[config.mk]
export PLATFORM = sky130hd
export DESIGN_NAME = ev_timer_sched_flat
export DESIGN_NICKNAME = d
export VERILOG_FILES = /design/src/rtl/ev_timer_sched_pkg.sv /design/src/rtl/ev_timer_sched_if.sv /design/src/rtl/ev_timer_sched_rr_arb.sv /design/src/rtl/ev_timer_sched.sv /design/src/flat_wrapper.sv
export SDC_FILE = /design/constraint.sdc
export NUM_CORES = 1
export LEC_CHECK = 0
export ABC_AREA = 1
export CORE_MARGIN = 8
export CORE_UTILIZATION = 41
export CTS_CLUSTER_SIZE = 40
export DETAILED_ROUTE_END_ITERATION = 16
export GPL_ROUTABILITY_DRIVEN = 0
export PLACE_DENSITY = 0.56
export SYNTH_ARGS = -nofsm -noshare
export SYNTH_HDL_FRONTEND = slang
export SYNTH_SLANG_ARGS = --single-unit
[constraint.sdc]
create_clock -name clk -period 6.64 [get_ports clk]
set_input_delay 1.66 -clock clk [delete_from_list [all_inputs] [get_ports clk]]
set_output_delay 1.66 -clock clk [all_outputs]
set_load 0.005 [all_outputs]
[src/rtl/ev_timer_sched_pkg.sv]
// Shared types for the event-timer request scheduler and ID allocator.
package ev_timer_sched_pkg;

    typedef enum logic {
        S_INIT,
        S_RUN
    } sched_state_e;

endpackage

[src/rtl/ev_timer_sched_if.sv]
// Requester-side and timer-side handshake bundle of the event-timer scheduler.
interface ev_timer_sched_if #(
    parameter int N_REQ = 4,
    parameter int ID_W  = 4
);
    localparam int REQ_IDX_W = $clog2(N_REQ);

    logic [N_REQ-1:0]      req_start_valid;
    logic [N_REQ-1:0]      req_start_ready;
    logic [ID_W-1:0]       req_start_id;
    logic [N_REQ-1:0]      req_end_valid;
    logic [N_REQ*ID_W-1:0] req_end_id;
    logic [N_REQ-1:0]      req_end_ready;
    logic                  tmr_start_valid;
    logic                  tmr_start_ready;
    logic [ID_W-1:0]       tmr_start_id;
    logic                  tmr_end_valid;
    logic                  tmr_end_ready;
    logic [ID_W-1:0]       tmr_end_id;
    logic                  init_done;
    logic [ID_W:0]         free_count;
    logic                  err_illegal_end;
    logic [REQ_IDX_W-1:0]  err_req_idx;

    modport master (
        output req_start_valid, req_end_valid, req_end_id, tmr_start_ready, tmr_end_ready,
        input  req_start_ready, req_start_id, req_end_ready, tmr_start_valid, tmr_start_id,
               tmr_end_valid, tmr_end_id, init_done, free_count, err_illegal_end, err_req_idx
    );

    modport slave (
        input  req_start_valid, req_end_valid, req_end_id, tmr_start_ready, tmr_end_ready,
        output req_start_ready, req_start_id, req_end_ready, tmr_start_valid, tmr_start_id,
               tmr_end_valid, tmr_end_id, init_done, free_count, err_illegal_end, err_req_idx
    );

endinterface

[src/rtl/ev_timer_sched_rr_arb.sv]
// Round-robin arbiter: combinational scan starting at a registered pointer,
// pointer moves past the grantee whenever the grant is consumed.
module rr_arb #(
    parameter int N     = 4,
    parameter int IDX_W = $clog2(N)
) (
    input  logic             clk,
    input  logic             rst_n,
    input  logic [N-1:0]     req,
    input  logic             advance,
    output logic [N-1:0]     gnt,
    output logic [IDX_W-1:0] gnt_idx
);
    logic [IDX_W-1:0] ptr;
    logic [IDX_W-1:0] sel;
    logic             found;
    int               idx;

    always_comb begin
        gnt     = '0;
        gnt_idx = '0;
        found   = 1'b0;
        idx     = 0;
        sel     = '0;
        for (int k = 0; k < N; k++) begin
            idx = int'(ptr) + k;
            if (idx >= N) idx = idx - N;
            sel = IDX_W'(idx);
            if (!found && req[sel]) begin
                found    = 1'b1;
                gnt[sel] = 1'b1;
                gnt_idx  = sel;
            end
        end
    end

    always_ff @(posedge clk or negedge rst_n) begin
        if (!rst_n)
            ptr <= '0;
        else if (advance)
            ptr <= (gnt_idx == IDX_W'(N - 1)) ? '0 : gnt_idx + 1'b1;
    end

endmodule

[src/rtl/ev_timer_sched.sv]
// Shares the timer's start/end ports among N_REQ requesters, allocates event IDs
// from a free list and rejects ends that do not come from the ID's owner.
module ev_timer_sched
    import ev_timer_sched_pkg::*;
#(
    parameter int N_REQ = 4,
    parameter int ID_W  = 4
) (
    input logic            clk,
    input logic            rst_n,
    ev_timer_sched_if.slave bus
);
    localparam int DEPTH     = 1 << ID_W;
    localparam int REQ_IDX_W = $clog2(N_REQ);
    localparam logic [ID_W:0] FULL = (ID_W + 1)'(DEPTH);

    sched_state_e state, state_next;
    logic running, init_push, init_last;
    logic [ID_W-1:0] init_cnt;

    logic [ID_W-1:0] fifo_mem [DEPTH];
    logic [ID_W-1:0] rd_ptr, wr_ptr, push_id;
    logic [ID_W:0]   free_count;
    logic            push, pop;

    logic [DEPTH-1:0]     own_vld;
    logic [REQ_IDX_W-1:0] own_idx [DEPTH];

    logic [N_REQ-1:0]     start_gnt, end_gnt;
    logic [REQ_IDX_W-1:0] start_gnt_idx, end_gnt_idx;
    logic                 start_valid, start_fire;
    logic                 end_any, end_legal, end_valid, end_fire, end_reject, end_consume;
    logic [ID_W-1:0]      end_id;
    logic                 err_illegal_q;
    logic [REQ_IDX_W-1:0] err_idx_q;

    always_ff @(posedge clk or negedge rst_n) begin
        if (!rst_n) state <= S_INIT;
        else        state <= state_next;
    end

    always_comb begin
        state_next = state;
        case (state)
            S_INIT:  if (init_last) state_next = S_RUN;
            S_RUN:   state_next = S_RUN;
            default: state_next = S_INIT;
        endcase
    end

    always_comb begin
        running   = 1'b0;
        init_push = 1'b0;
        case (state)
            S_INIT:  init_push = 1'b1;
            S_RUN:   running   = 1'b1;
            default: ;
        endcase
    end

    assign init_last = (init_cnt == ID_W'(DEPTH - 1));

    always_ff @(posedge clk or negedge rst_n) begin
        if (!rst_n)         init_cnt <= '0;
        else if (init_push) init_cnt <= init_cnt + 1'b1;
    end

    rr_arb #(.N(N_REQ), .IDX_W(REQ_IDX_W)) u_start_arb (
        .clk(clk), .rst_n(rst_n), .req(bus.req_start_valid), .advance(start_fire),
        .gnt(start_gnt), .gnt_idx(start_gnt_idx)
    );

    rr_arb #(.N(N_REQ), .IDX_W(REQ_IDX_W)) u_end_arb (
        .clk(clk), .rst_n(rst_n), .req(bus.req_end_valid), .advance(end_consume),
        .gnt(end_gnt), .gnt_idx(end_gnt_idx)
    );

    // Start path never looks at tmr_start_ready to form its valid.
    assign start_valid = running && (|bus.req_start_valid) && (free_count != '0);
    assign start_fire  = start_valid && bus.tmr_start_ready;

    always_comb begin
        end_id = '0;
        for (int i = 0; i < N_REQ; i++)
            if (end_gnt[i]) end_id = bus.req_end_id[i*ID_W +: ID_W];
    end

    assign end_any     = running && (|bus.req_end_valid);
    assign end_legal   = own_vld[end_id] && (own_idx[end_id] == end_gnt_idx);
    assign end_valid   = end_any && end_legal;
    assign end_fire    = end_valid && bus.tmr_end_ready;
    assign end_reject  = end_any && !end_legal;
    assign end_consume = end_fire || end_reject;

    assign push    = init_push || end_fire;
    assign push_id = init_push ? init_cnt : end_id;
    assign pop     = start_fire;

    always_ff @(posedge clk or negedge rst_n) begin
        if (!rst_n) begin
            for (int i = 0; i < DEPTH; i++) fifo_mem[i] <= '0;
            rd_ptr     <= '0;
            wr_ptr     <= '0;
            free_count <= '0;
        end else begin
            if (push) begin
                fifo_mem[wr_ptr] <= push_id;
                wr_ptr           <= wr_ptr + 1'b1;
            end
            if (pop) rd_ptr <= rd_ptr + 1'b1;
            if (push && !pop)      free_count <= free_count + 1'b1;
            else if (pop && !push) free_count <= free_count - 1'b1;
        end
    end

    // Start and end can never target the same ID in one cycle: a forwarded end's ID is owned, not free.
    always_ff @(posedge clk or negedge rst_n) begin
        if (!rst_n) begin
            own_vld <= '0;
            for (int i = 0; i < DEPTH; i++) own_idx[i] <= '0;
        end else begin
            if (end_fire) own_vld[end_id] <= 1'b0;
            if (start_fire) begin
                own_vld[fifo_mem[rd_ptr]] <= 1'b1;
                own_idx[fifo_mem[rd_ptr]] <= start_gnt_idx;
            end
        end
    end

    always_ff @(posedge clk or negedge rst_n) begin
        if (!rst_n) begin
            err_illegal_q <= 1'b0;
            err_idx_q     <= '0;
        end else begin
            err_illegal_q <= end_reject;
            if (end_reject) err_idx_q <= end_gnt_idx;
        end
    end

    assign bus.tmr_start_valid = start_valid;
    assign bus.tmr_start_id    = fifo_mem[rd_ptr];
    assign bus.req_start_id    = fifo_mem[rd_ptr];
    assign bus.req_start_ready = start_fire ? start_gnt : '0;
    assign bus.tmr_end_valid   = end_valid;
    assign bus.tmr_end_id      = running ? end_id : '0;
    assign bus.req_end_ready   = end_consume ? end_gnt : '0;
    assign bus.init_done       = running;
    assign bus.free_count      = free_count;
    assign bus.err_illegal_end = err_illegal_q;
    assign bus.err_req_idx     = err_idx_q;

    a_no_push_when_full: assert property (@(posedge clk) disable iff (!rst_n) push |-> free_count != FULL);

endmodule
[src/flat_wrapper.sv]
// flat-port wrapper written by rule: the top's interface ports become plain ports
module ev_timer_sched_flat import ev_timer_sched_pkg::*;
#(
    parameter int N_REQ = 4,
    parameter int ID_W  = 4
)
  (clk, rst_n, bus_req_start_valid, bus_req_end_valid, bus_req_end_id, bus_tmr_start_ready, bus_tmr_end_ready, bus_req_start_ready, bus_req_start_id, bus_req_end_ready, bus_tmr_start_valid, bus_tmr_start_id, bus_tmr_end_valid, bus_tmr_end_id, bus_init_done, bus_free_count, bus_err_illegal_end, bus_err_req_idx);
  ev_timer_sched_if #(.N_REQ(N_REQ), .ID_W(ID_W)) bus_i ();
  input logic clk;
  input logic rst_n;
  input wire logic [$bits(bus_i.req_start_valid)-1:0] bus_req_start_valid;
  input wire logic [$bits(bus_i.req_end_valid)-1:0] bus_req_end_valid;
  input wire logic [$bits(bus_i.req_end_id)-1:0] bus_req_end_id;
  input wire logic [$bits(bus_i.tmr_start_ready)-1:0] bus_tmr_start_ready;
  input wire logic [$bits(bus_i.tmr_end_ready)-1:0] bus_tmr_end_ready;
  output wire logic [$bits(bus_i.req_start_ready)-1:0] bus_req_start_ready;
  output wire logic [$bits(bus_i.req_start_id)-1:0] bus_req_start_id;
  output wire logic [$bits(bus_i.req_end_ready)-1:0] bus_req_end_ready;
  output wire logic [$bits(bus_i.tmr_start_valid)-1:0] bus_tmr_start_valid;
  output wire logic [$bits(bus_i.tmr_start_id)-1:0] bus_tmr_start_id;
  output wire logic [$bits(bus_i.tmr_end_valid)-1:0] bus_tmr_end_valid;
  output wire logic [$bits(bus_i.tmr_end_id)-1:0] bus_tmr_end_id;
  output wire logic [$bits(bus_i.init_done)-1:0] bus_init_done;
  output wire logic [$bits(bus_i.free_count)-1:0] bus_free_count;
  output wire logic [$bits(bus_i.err_illegal_end)-1:0] bus_err_illegal_end;
  output wire logic [$bits(bus_i.err_req_idx)-1:0] bus_err_req_idx;
  assign bus_i.req_start_valid = bus_req_start_valid;
  assign bus_i.req_end_valid = bus_req_end_valid;
  assign bus_i.req_end_id = bus_req_end_id;
  assign bus_i.tmr_start_ready = bus_tmr_start_ready;
  assign bus_i.tmr_end_ready = bus_tmr_end_ready;
  assign bus_req_start_ready = bus_i.req_start_ready;
  assign bus_req_start_id = bus_i.req_start_id;
  assign bus_req_end_ready = bus_i.req_end_ready;
  assign bus_tmr_start_valid = bus_i.tmr_start_valid;
  assign bus_tmr_start_id = bus_i.tmr_start_id;
  assign bus_tmr_end_valid = bus_i.tmr_end_valid;
  assign bus_tmr_end_id = bus_i.tmr_end_id;
  assign bus_init_done = bus_i.init_done;
  assign bus_free_count = bus_i.free_count;
  assign bus_err_illegal_end = bus_i.err_illegal_end;
  assign bus_err_req_idx = bus_i.err_req_idx;
  ev_timer_sched #(.N_REQ(N_REQ), .ID_W(ID_W)) u_core (.clk(clk), .rst_n(rst_n), .bus(bus_i));
endmodule
==> results.txt <==
----------------------------------------------------
[Drt]
  Remaining routing DRC violations ... 0
  Count of antenna-violating nets left after detailed routing ... 0
  Average via count per standard cell ... 5.05
  Via Count ... 7,436
  Iteration-0 DRC count of the detailed router ... 511
  First-pass detailed-route iteration total ... 8
  Post-Route WL ... 22.9 mm
  Routed length per instance ... 15.6 µm

[Synthesis]
  Netlist Area Pre-Place ... 0.00813 mm²
  Primary FF master, synth ... dfrtp_1
  Sequential area share after synthesis ... 42.2%
  Ys Warns ... 0
  EDFF count, synth ... 0
  Post-Syn Area per Cell ... 7.35 µm²
  Cell types with the largest area share after synthesis ... dfrtp_1 42%, nand2_1 19%, nand3_1 6.3%, o21ai_0 5.8%, inv_1 4.2%
  Share of Yosys cell area claimed by the top area cell type ... 42.2%
  Fraction of registers with async set/reset ... 100%
  Instance count of the mapped netlist ... 1,107
  Cell type with the largest total area after synthesis ... dfrtp_1
  Synth Register Bits ... 137
  Number of library cell types mapped by synthesis ... 46
  Post-Synthesis Net Count ... 1,159

[Worst setup path]
  Capturing point of the worst reg2reg path ... u_core.bus.free_count[4]
  Cell repeated most along the worst path ... nand2_1
  Startpoint type of the worst setup path ... input pin
  Worst Path Class, Setup ... in -> out
  Kind of cell adding the most delay to the critical path ... simple AND/OR/NAND/NOR gates
  Largest stage delay, worst path ... 0.27 ns
  Worst endpoint required time ... 4.98 ns
  Critical path arrival ... 4.73 ns
  Crit path capture type ... output pin
  Maximum fanout encountered on the critical timing path ... 8
  Crit path buf inv count ... 8
  Standard cell with the maximum stage delay on the critical path ... dlygate4sd2_1
  Setup slack on the worst flop-to-flop path ... 1.30 ns
  Worst-case reg-to-reg path depth ... 35

[Timing]
  Shortest clock period the worst path allows after layout ... 6.39 ns
  Post-route setup TNS ... 0 ns
  Final Skew ... 0.0140 ns
  Final Hold Vio Count ... 0
  Setup repair after global routing missed its margin ... false
  Final critical-path share of the clock period ... 96.2%
  Final setup violation count ... 0
  Max-slew violation count ... 0
  Relative max-transition margin ... 33.4%
  Maximum clock rate ... 157 MHz
  Slew at the pin with the worst max-slew slack ... 0.998 ns

[Final layout]
  # diodes ... 0
  Fin util ... 51.7%
  Post-synthesis to final-layout area growth ... 23.8%
  Most common cell after layout, fill and taps aside ... nand2_1
  NumNets Final ... 1,247
  Fraction of layout cells with a size suffix above 1 ... 11.9%
  Most used cells in the layout excluding fill and tap cells ... 389 x nand2_1, 137 x dfrtp_1, 100 x nand3_1
  Non-Filler Instances ... 1,473

[Clock network]
  Buffer levels on the longest clock path ... 2
  Number of hold buffers added after cts ... 0
  H-tree Lvls ... 4
  TritonCTS clock tree ... yes
  Clock buffer count from CTS ... 17
  Clock Root Buffer ... clkbuf_16
  Insertion delay to the later sink of the worst-skew pair ... 0.44 ns
  CTS Sinks ... 137
  Clk pin slew, worst setup/hold paths ... 0.06 ns

[GRT]
  Initial antenna violation count ... 0
  Number of global-route vias before repair ... 7,188
  Total overflow reported by the global router ... 0
  Pin count of the biggest net entering global routing ... 107
  First-pass GRT wire length ... 37.4 mm
  Global-route usage over all layers ... 19.2%

[Placed design]
  Total instance count after detailed placement ... 1,430
  Post-detailed-placement half-perimeter wirelength ... 15.5 mm
  Number of port buffers ... 58

[Floorplan]
  Width of the die ... 157 µm
  Standard-cell rows ... 51
  Effective utilization at floorplan ... 41.8%
  Total die area ... 0.0246 mm²
  Total core area ... 0.0195 mm²
  IO Count ... 59
  Overall die height ... 157 µm

[Outcome]
  Status ... completed

[Worst hold path]
  Worst Hold Depth ... 2
  Type of the most critical hold path ... reg -> reg
  Endpoint with the worst hold slack ... u_core.fifo_mem[5]
  Start point of the worst min-delay path ... u_core.fifo_mem[5]

[Job]
  Max-Cap Viols ... 0

----------------------------------------------------
logic make-up (layout without fill, tap and decap cells):
logic type                 Yosys count  after routing  synth area share [%]
xor gates and xnor gates            10             10                  1.08
AOI/OAI and AO/OA                  164            164                  11.8
adders and majority gates           24             24                  3.79
muxes                               11             11                  1.35
DFF                                137            137                  42.2
buffers and inverters              140            240                  7.59
and+or+nand+nor                    621            622                  32.2
worst min-delay path, cell delays in order, from the launching register on:
cell and delay [ns]:
dfrtp_1 0.34, nand2_1 0.05, nand2_1 0.05
flip-flops by register name, summed over array words and instances (netlist names), 2 cells and up, named ones only:
signal / count
u_core.rd_ptr: 4
u_core.own_vld: 16
u_core.bus.err_req_idx: 2
u_core.init_cnt: 4
u_core.wr_ptr: 4
u_core.bus.free_count: 5
u_core.own_idx: 32
u_core.fifo_mem: 64
synth_stat cells, types with 8 or more instances:
library cell,instances
o21ai_1,11
nand3b_1,10
ha_1,23
dfrtp_1,137
clkbuf_1,20
mux2i_1,11
nand3_1,103
a21oi_1,18
o221ai_1,12
inv_1,91
nand2_1,403
nor2_1,83
buf_2,8
o21ai_0,94
layer usage:
layer / vias to the layer above / wire length, µm / track usage, %
li1: 3761 / - / -
met1: 3498 / 10700 / 25.4
met2: 146 / 10900 / 31.1
met4: 0 / 401 / 6.54
met5: - / 0 / 0
met3: 31 / 913 / 3.61
area by class of cell:
class | count | area (µm²)
Tap cell | 265 | 332
Clock inverter | 13 | 181
Multi-Input combinational cell | 831 | 4220
Inverter | 96 | 363
Fill cell | 1921 | 9400
Timing Repair Buffer | 112 | 1100
Clock buffer | 19 | 433
Sequential cell | 137 | 3430
metrics by stage:
stage               setup WS [ns]  instance area [µm²]  hold WS, ns
floorplan                   0.982                 8130        0.437
global placement           -0.234                 9160        0.449
detailed placement         -0.279                 9160        0.454
CTS                        -0.165                 9800        0.470
global route               0.0315                10100        0.482
finish                      0.251                10100        0.468
what timing repair did:
item,in CTS,in global routing
setup buffers,1,5
cloned,0,5
resized for setup,12,41
pin swaps,4,20
endpoints found under the setup margin,5,5
how the worst max path moves through the flow:
stage	cells after the start	slack [ns]	startpoint	to
finish	26	0.25	bus_req_end_valid[3]	bus_req_end_ready[1]
global route	27	0.03	bus_req_end_valid[3]	bus_req_end_ready[3]
CTS	28	-0.17	bus_req_end_valid[1]	bus_req_end_ready[1]
detailed placement	27	-0.28	bus_req_end_valid[3]	bus_req_end_ready[3]
global placement	27	-0.23	bus_req_end_valid[3]	bus_req_end_ready[1]
floorplan	26	0.98	bus_req_end_valid[2]	bus_req_end_ready[0]
Power is not shown: default switching activity piles up to over one toggle a cycle in this logic, so the estimate is an artifact.
